[src/rtl/vmem_rect_fill_pkg.sv]
// Shared constants for the rectangle-fill engine: vmem geometry, register map,
// CTRL bit positions and FSM state encoding.
package vmem_rect_fill_pkg;

  localparam int VMEM_ROW_W = 8;
  localparam int VMEM_COL_W = 8;

  localparam logic [3:0] ADDR_CTRL  = 4'h0;
  localparam logic [3:0] ADDR_P0    = 4'h4;
  localparam logic [3:0] ADDR_P1    = 4'h8;
  localparam logic [3:0] ADDR_COLOR = 4'hC;

  localparam int CTRL_START    = 0;
  localparam int CTRL_ABORT    = 1;
  localparam int CTRL_CLR_DONE = 2;

  typedef enum logic [1:0] {
    ST_IDLE  = 2'd0,
    ST_SETUP = 2'd1,
    ST_FILL  = 2'd2,
    ST_DONE  = 2'd3
  } state_t;

endpackage

[src/rtl/vmem_rect_fill_if.sv]
// Register bus, CPU vmem write path, vmem write port and status lines of the fill engine.
// master = CPU/system side, slave = engine.
interface vmem_rect_fill_if #(parameter int COLOR_W = 3);

  logic               reg_we_i;
  logic [3:0]         reg_addr_i;
  logic [31:0]        reg_wdata_i;
  logic [31:0]        reg_rdata_o;
  logic               cpu_vmem_we_i;
  logic [15:0]        cpu_vmem_addr_i;
  logic [COLOR_W-1:0] cpu_vmem_wdata_i;
  logic               vmem_we_o;
  logic [15:0]        vmem_waddr_o;
  logic [COLOR_W-1:0] vmem_wdata_o;
  logic               busy_o;
  logic               done_o;

  modport master (
    output reg_we_i, reg_addr_i, reg_wdata_i,
    output cpu_vmem_we_i, cpu_vmem_addr_i, cpu_vmem_wdata_i,
    input  reg_rdata_o, vmem_we_o, vmem_waddr_o, vmem_wdata_o, busy_o, done_o
  );

  modport slave (
    input  reg_we_i, reg_addr_i, reg_wdata_i,
    input  cpu_vmem_we_i, cpu_vmem_addr_i, cpu_vmem_wdata_i,
    output reg_rdata_o, vmem_we_o, vmem_waddr_o, vmem_wdata_o, busy_o, done_o
  );

endinterface

[src/rtl/vmem_rect_fill_rect_scan_ctr.sv]
// Raster scan counter: walks x from x0 to x1c, then wraps to the next row until (x1c, y1c).
// Bounds are latched on load so the engine is immune to later register writes.
module rect_scan_ctr
  import vmem_rect_fill_pkg::*;
(
  input  logic                  clk_i,
  input  logic                  rst_ni,
  input  logic                  load,
  input  logic                  step,
  input  logic [VMEM_COL_W-1:0] x0,
  input  logic [VMEM_ROW_W-1:0] y0,
  input  logic [VMEM_COL_W-1:0] x1c,
  input  logic [VMEM_ROW_W-1:0] y1c,
  output logic [VMEM_COL_W-1:0] x,
  output logic [VMEM_ROW_W-1:0] y,
  output logic                  last
);

  logic [VMEM_COL_W-1:0] x_q, x0_q, x1c_q;
  logic [VMEM_ROW_W-1:0] y_q, y1c_q;

  always_ff @(posedge clk_i or negedge rst_ni) begin
    if (!rst_ni) begin
      x_q   <= '0;
      y_q   <= '0;
      x0_q  <= '0;
      x1c_q <= '0;
      y1c_q <= '0;
    end else if (load) begin
      x_q   <= x0;
      y_q   <= y0;
      x0_q  <= x0;
      x1c_q <= x1c;
      y1c_q <= y1c;
    end else if (step) begin
      if (x_q == x1c_q) begin
        x_q <= x0_q;
        y_q <= y_q + 1'b1;
      end else begin
        x_q <= x_q + 1'b1;
      end
    end
  end

  assign x    = x_q;
  assign y    = y_q;
  assign last = (x_q == x1c_q) && (y_q == y1c_q);

endmodule

[src/rtl/vmem_rect_fill.sv]
// Rectangle-fill engine in front of the vmem write port: register file, sequencing FSM,
// read-back mux and CPU-priority write arbitration.
//   state    | meaning
//   ST_IDLE  | waiting for START; registers writable
//   ST_SETUP | clamp corners, reject empty rectangle, load scan counter
//   ST_FILL  | one pixel per cycle unless the CPU owns the write port
//   ST_DONE  | one-cycle done pulse, sets DONE_STICKY
module vmem_rect_fill
  import vmem_rect_fill_pkg::*;
#(
  parameter int XMAX    = 239,
  parameter int YMAX    = 239,
  parameter int COLOR_W = 3
) (
  input logic             clk_i,
  input logic             rst_ni,
  vmem_rect_fill_if.slave bus
);

  localparam logic [VMEM_COL_W-1:0] XMAX_C = VMEM_COL_W'(XMAX);
  localparam logic [VMEM_ROW_W-1:0] YMAX_C = VMEM_ROW_W'(YMAX);

  state_t             state;
  logic [15:0]        p0_q, p1_q;
  logic [COLOR_W-1:0] color_q;
  logic               done_sticky_q, busy_q, done_q;
  logic [31:0]        rdata_q;

  logic ctrl_wr, start_req, abort_req, empty, load, step, last;
  logic [VMEM_COL_W-1:0] x0, x1c, x;
  logic [VMEM_ROW_W-1:0] y0, y1c, y;

  assign ctrl_wr   = bus.reg_we_i && (bus.reg_addr_i == ADDR_CTRL);
  // ABORT dominates START when both arrive in one write.
  assign start_req = ctrl_wr && bus.reg_wdata_i[CTRL_START] && !bus.reg_wdata_i[CTRL_ABORT];
  assign abort_req = ctrl_wr && bus.reg_wdata_i[CTRL_ABORT];

  assign x0  = p0_q[7:0];
  assign y0  = p0_q[15:8];
  assign x1c = (p1_q[7:0]  > XMAX_C) ? XMAX_C : p1_q[7:0];
  assign y1c = (p1_q[15:8] > YMAX_C) ? YMAX_C : p1_q[15:8];

  assign empty = (x0 > x1c) || (y0 > y1c) || (x0 > XMAX_C) || (y0 > YMAX_C);
  assign load  = (state == ST_SETUP) && !abort_req && !empty;
  assign step  = (state == ST_FILL) && !bus.cpu_vmem_we_i && !abort_req;

  rect_scan_ctr u_scan (
    .clk_i  (clk_i),
    .rst_ni (rst_ni),
    .load   (load),
    .step   (step),
    .x0     (x0),
    .y0     (y0),
    .x1c    (x1c),
    .y1c    (y1c),
    .x      (x),
    .y      (y),
    .last   (last)
  );

  always_ff @(posedge clk_i or negedge rst_ni) begin
    if (!rst_ni) begin
      p0_q          <= '0;
      p1_q          <= '0;
      color_q       <= '0;
      done_sticky_q <= 1'b0;
      rdata_q       <= '0;
    end else begin
      if (bus.reg_we_i && (state == ST_IDLE)) begin
        case (bus.reg_addr_i)
          ADDR_P0:    p0_q    <= bus.reg_wdata_i[15:0];
          ADDR_P1:    p1_q    <= bus.reg_wdata_i[15:0];
          ADDR_COLOR: color_q <= bus.reg_wdata_i[COLOR_W-1:0];
          default: ;
        endcase
      end
      if (state == ST_DONE)
        done_sticky_q <= 1'b1;
      else if (ctrl_wr && bus.reg_wdata_i[CTRL_CLR_DONE])
        done_sticky_q <= 1'b0;
      case (bus.reg_addr_i)
        ADDR_CTRL:  rdata_q <= {29'b0, done_sticky_q, 1'b0, busy_q};
        ADDR_P0:    rdata_q <= {16'b0, p0_q};
        ADDR_P1:    rdata_q <= {16'b0, p1_q};
        ADDR_COLOR: rdata_q <= {{(32-COLOR_W){1'b0}}, color_q};
        default:    rdata_q <= '0;
      endcase
    end
  end

  always_ff @(posedge clk_i or negedge rst_ni) begin
    if (!rst_ni) begin
      state  <= ST_IDLE;
      busy_q <= 1'b0;
      done_q <= 1'b0;
    end else begin
      case (state)
        ST_IDLE: begin
          if (start_req) begin
            state  <= ST_SETUP;
            busy_q <= 1'b1;
          end
        end
        ST_SETUP: begin
          if (abort_req || empty) begin
            state  <= ST_DONE;
            done_q <= 1'b1;
          end else begin
            state <= ST_FILL;
          end
        end
        ST_FILL: begin
          if (abort_req || (step && last)) begin
            state  <= ST_DONE;
            done_q <= 1'b1;
          end
        end
        default: begin
          state  <= ST_IDLE;
          busy_q <= 1'b0;
          done_q <= 1'b0;
        end
      endcase
    end
  end

  always_comb begin
    bus.vmem_we_o    = 1'b0;
    bus.vmem_waddr_o = '0;
    bus.vmem_wdata_o = '0;
    if (bus.cpu_vmem_we_i) begin
      bus.vmem_we_o    = 1'b1;
      bus.vmem_waddr_o = bus.cpu_vmem_addr_i;
      bus.vmem_wdata_o = bus.cpu_vmem_wdata_i;
    end else if (step) begin
      bus.vmem_we_o    = 1'b1;
      bus.vmem_waddr_o = {y, x};
      bus.vmem_wdata_o = color_q;
    end
  end

  assign bus.reg_rdata_o = rdata_q;
  assign bus.busy_o      = busy_q;
  assign bus.done_o      = done_q;

  logic unused_wdata;
  assign unused_wdata = ^bus.reg_wdata_i[31:16];

endmodule

[src/flat_wrapper.sv]
// flat-port wrapper written by rule: the top's interface ports become plain ports
module vmem_rect_fill_flat import vmem_rect_fill_pkg::*;
#(
  parameter int XMAX    = 239,
  parameter int YMAX    = 239,
  parameter int COLOR_W = 3
)
  (clk_i, rst_ni, bus_reg_we_i, bus_reg_addr_i, bus_reg_wdata_i, bus_cpu_vmem_we_i, bus_cpu_vmem_addr_i, bus_cpu_vmem_wdata_i, bus_reg_rdata_o, bus_vmem_we_o, bus_vmem_waddr_o, bus_vmem_wdata_o, bus_busy_o, bus_done_o);
  vmem_rect_fill_if #(.COLOR_W(COLOR_W)) bus_i ();
  input logic clk_i;
  input logic rst_ni;
  input wire logic [$bits(bus_i.reg_we_i)-1:0] bus_reg_we_i;
  input wire logic [$bits(bus_i.reg_addr_i)-1:0] bus_reg_addr_i;
  input wire logic [$bits(bus_i.reg_wdata_i)-1:0] bus_reg_wdata_i;
  input wire logic [$bits(bus_i.cpu_vmem_we_i)-1:0] bus_cpu_vmem_we_i;
  input wire logic [$bits(bus_i.cpu_vmem_addr_i)-1:0] bus_cpu_vmem_addr_i;
  input wire logic [$bits(bus_i.cpu_vmem_wdata_i)-1:0] bus_cpu_vmem_wdata_i;
  output wire logic [$bits(bus_i.reg_rdata_o)-1:0] bus_reg_rdata_o;
  output wire logic [$bits(bus_i.vmem_we_o)-1:0] bus_vmem_we_o;
  output wire logic [$bits(bus_i.vmem_waddr_o)-1:0] bus_vmem_waddr_o;
  output wire logic [$bits(bus_i.vmem_wdata_o)-1:0] bus_vmem_wdata_o;
  output wire logic [$bits(bus_i.busy_o)-1:0] bus_busy_o;
  output wire logic [$bits(bus_i.done_o)-1:0] bus_done_o;
  assign bus_i.reg_we_i = bus_reg_we_i;
  assign bus_i.reg_addr_i = bus_reg_addr_i;
  assign bus_i.reg_wdata_i = bus_reg_wdata_i;
  assign bus_i.cpu_vmem_we_i = bus_cpu_vmem_we_i;
  assign bus_i.cpu_vmem_addr_i = bus_cpu_vmem_addr_i;
  assign bus_i.cpu_vmem_wdata_i = bus_cpu_vmem_wdata_i;
  assign bus_reg_rdata_o = bus_i.reg_rdata_o;
  assign bus_vmem_we_o = bus_i.vmem_we_o;
  assign bus_vmem_waddr_o = bus_i.vmem_waddr_o;
  assign bus_vmem_wdata_o = bus_i.vmem_wdata_o;
  assign bus_busy_o = bus_i.busy_o;
  assign bus_done_o = bus_i.done_o;
  vmem_rect_fill #(.XMAX(XMAX), .YMAX(YMAX), .COLOR_W(COLOR_W)) u_core (.clk_i(clk_i), .rst_ni(rst_ni), .bus(bus_i));
endmodule
[config.mk]
export PLATFORM = sky130hd
export DESIGN_NAME = vmem_rect_fill_flat
export DESIGN_NICKNAME = d
export VERILOG_FILES = /design/src/rtl/vmem_rect_fill_pkg.sv /design/src/rtl/vmem_rect_fill_if.sv /design/src/rtl/vmem_rect_fill_rect_scan_ctr.sv /design/src/rtl/vmem_rect_fill.sv /design/src/flat_wrapper.sv
export SDC_FILE = /design/constraint.sdc
export NUM_CORES = 1
export LEC_CHECK = 0
export ABC_CLOCK_PERIOD_IN_PS = 3000
export BUFFER_PORTS_ARGS = -buffer_cell sky130_fd_sc_hd__buf_2
export CAP_MARGIN = 20
export CORE_ASPECT_RATIO = 0.9
export CORE_UTILIZATION = 55
export CTS_BUF_LIST = sky130_fd_sc_hd__clkbuf_16
export DETAILED_ROUTE_END_ITERATION = 8
export GPL_TIMING_DRIVEN = 1
export PLACE_DENSITY = 0.8
export RECOVER_POWER = 25
export SLEW_MARGIN = 15
export SYNTH_ARGS = -nofsm -noshare
export SYNTH_HDL_FRONTEND = slang
export SYNTH_SLANG_ARGS = --single-unit
[constraint.sdc]
create_clock -name clk_i -period 3 [get_ports clk_i]
set_input_delay 0.45 -clock clk_i [delete_from_list [all_inputs] [get_ports clk_i]]
set_output_delay 0.45 -clock clk_i [all_outputs]
set_load 0.02 [all_outputs]
==> run metrics <==
number of global-route vias before repair 3974; synthesized instance count 504; drt wl/cell 17.7 microns; Critical Path RT 3240 ps; Crit-path slowest cell dfrtp_1; Clock H-tree levels 3; outcome finished, violations left; final period utilization 0.960; Maximum Capacitance Violations 1; synth unique cells 45; CTS Hold Bufs 0; Setup Crit Path Kind reg2reg; final routed DRC violation total 0; peak supply drop 0.566 mV; largest net degree at the start of global routing 97; setup bufs post-CTS 0; WHS 348 ps; die area 10100 sq um; die height 95.3 microns; first-pass GRT wire length 20000 microns; Synth Area per Inst 10.6 sq um; share of the synthesized area in the top cell type 0.451; final slew viol count 97; DP HPWL 8710 microns; RSZ-0062 raised after global routing no; final net count 663; Yosys warnings 0; synth top area cells dfrtp_1 (45%), mux2_2 (14%), ha_1 (5.4%); TritonCTS clock tree yes; Congestion Overflow GR 0; CP bufs+invs 2; endpoint class of the critical path flop; routed wire length 12500 microns; final hold vios 0; static leakage 2.95 nW; CP max stage delay 440 ps; cell with the most instances after synthesis dfrtp_1; cts repair resizes 0; EDFF count, synth 0; hold worst-path end u_core.p1_q[13]; Synth area leader dfrtp_1; Critical R2R Capture u_core.u_scan.y[7]; Final ANT Viol Nets 0; starting density of the core 0.575; ys flop type dfrtp_1; fmax 347 MHz; Starting DRT DRC Count 244; worst reg2reg path depth 11; min-delay worst type in2reg; crit path from u_core.p1_q[15]; root buffer cell clkbuf_16; initial antenna violation count 0; TritonCTS Buffers 9; input/output buffers 80; Async S/R FF share, synth 1.00; Mapped Area 5320 sq um; post-synthesis sequential area ratio 0.451; DR vias/cell 5.78; crit-path cells inv_1, nor3_1, nor2_1, ha_1, nor2b_1, o211ai_1, a21oi_1, o22ai_2, and3_4, clkbuf_16, mux2_2; Hold Crit Depth 2; share of layout cells above drive strength 1 0.319; clock buffer depth 2; cell depth of the worst setup path 11; crit-path max FO 20; hold path start bus_reg_wdata_i[13]; commonest cells in the netlist dfrtp_1 (96), mux2_2 (68), nand2_1 (54); Fill cells 716; Worst R2R Setup Slack 120 ps; failing checks capacitance limit, slew limit; R2R Path Start u_core.p1_q[15]; # IOs 113; Slew headroom -0.551; Worst Skew 9.98 ps; TNS Setup 0 ps; n_diodes 0; type of origin of the critical path flop; clk sinks 96; Worst path top cell family by delay simple AND/OR/NAND/NOR gates; PD cells 979 nW/um^2; Seq cells post-synth 96; Syn-to-layout area delta 15.4%; drt pass-1 iters 5; final setup fails 0; fin crit period 2880 ps; total number of vias 4095; clock slew at reported path FFs 70 ps; Least-Margin Pin Slew 2330 ps; Global Route Usage Sum 0.261; num rows 33; placer congestion estimate 0.859; WP data arrival 3120 ps; CORE AREA 9250 sq um; Clk Latency, worst-skew pair 350 ps; Die Width 106 microns
[where the power goes]
group          total (mW)  switching (mW)  internal [mW]  leakage, nW
Combinational        2.52            1.24           1.28         1.56
Sequential           2.35           0.587           1.76         1.25
Clock                1.14           0.493          0.646        0.143
Total                6.01            2.32           3.69         2.95
[through the flow]
stage | power [mW] | area [sq um] | util | setup slack (ps) | instances
final | 6.01 | 6140 | 0.664 | 119 | 708
after global routing | 6.38 | 6140 | 0.664 | 10.8 | 708
after CTS | 5.90 | 6110 | 0.661 | 9.86 | 707
after detailed placement | 4.72 | 5820 | 0.629 | 38.8 | 691
after global placement | 4.55 | 5820 | 0.629 | 64.2 | 691
after floorplan | 3.99 | 5380 | - | 265 | 519
[sequential cells by signal (all words and copies together) (netlist names)]
name,cells
u_core.bus.reg_rdata_o,16
u_core.p0_q,16
u_core.p1_q,16
u_core.u_scan.x0_q,8
u_core.u_scan.x1c_q,8
u_core.u_scan.x,8
u_core.u_scan.y1c_q,8
u_core.u_scan.y,8
u_core.color_q,3
u_core.state,2
u_core.bus.busy_o,1
u_core.bus.done_o,1
u_core.done_sticky_q,1
[how the worst max path moves through the flow]
stage,end
final,u_core.u_scan.y[7]
after global routing,u_core.u_scan.y[5]
after detailed placement,u_core.p0_q[1]
after CTS,u_core.u_scan.x0_q[3]
after global placement,u_core.p0_q[11]
after floorplan,u_core.u_scan.x[5]
[cells by family after synthesis]
family / share of synthesized area
buf+inv: 0.0597
fa+ha+maj: 0.0541
simple gates: 0.121
flops: 0.451
mux: 0.187
compound gates: 0.0867
other cells: 0.000705
xor+xnor: 0.0395
[final cells by class]
class	count	area, sq um	area share
sequential	96	2400	0.391
inverter	21	78.8	0.0128
timing repair buffer	94	536	0.0872
clock buffer	9	225	0.0367
clock inverter	7	71.3	0.0116
multi-input combinational	359	2680	0.436
tap	122	153	0.0248
[layout by cell type (no fill, tap or decap), drive strengths merged, types with 2 or more instances in the layout]
cell	n
mux4	2
a2bb2oi	4
conb	16
clkinvlp	2
mux2	70
xnor2	18
buf	91
a22oi	15
mux2i	16
ha	23
nor2	24
xor2	6
nor3	7
dfrtp	96
nand3	9
and2	4
nand2b	4
clkbuf	12
and4	2
nor2b	5
inv	23
or2	3
nand4	17
nand2	54
and3	4
nor4	2
o21ai	27
a21oi	13
clkinv	2
o32ai	2
o211ai	2
[routing by layer]
metal | GRT usage | routed length, microns | vias up
met1 | 0.368 | 5720 | 2018
met2 | 0.416 | 5780 | 174
met4 | 0.0891 | 178 | 0
met5 | 0 | 0 | -
met3 | 0.0396 | 869 | 14
li1 | - | - | 1889
[worst register-to-register path, stage by stage (launching register included)]
cell	delay, ps
dfrtp_1	440
inv_1	100
nor3_1	330
nor2_1	160
ha_1	340
nor2b_1	140
o211ai_1	160
a21oi_1	110
o22ai_2	170
and3_4	270
clkbuf_16	210
mux2_2	350
Power figures use the tool's default switching activity.
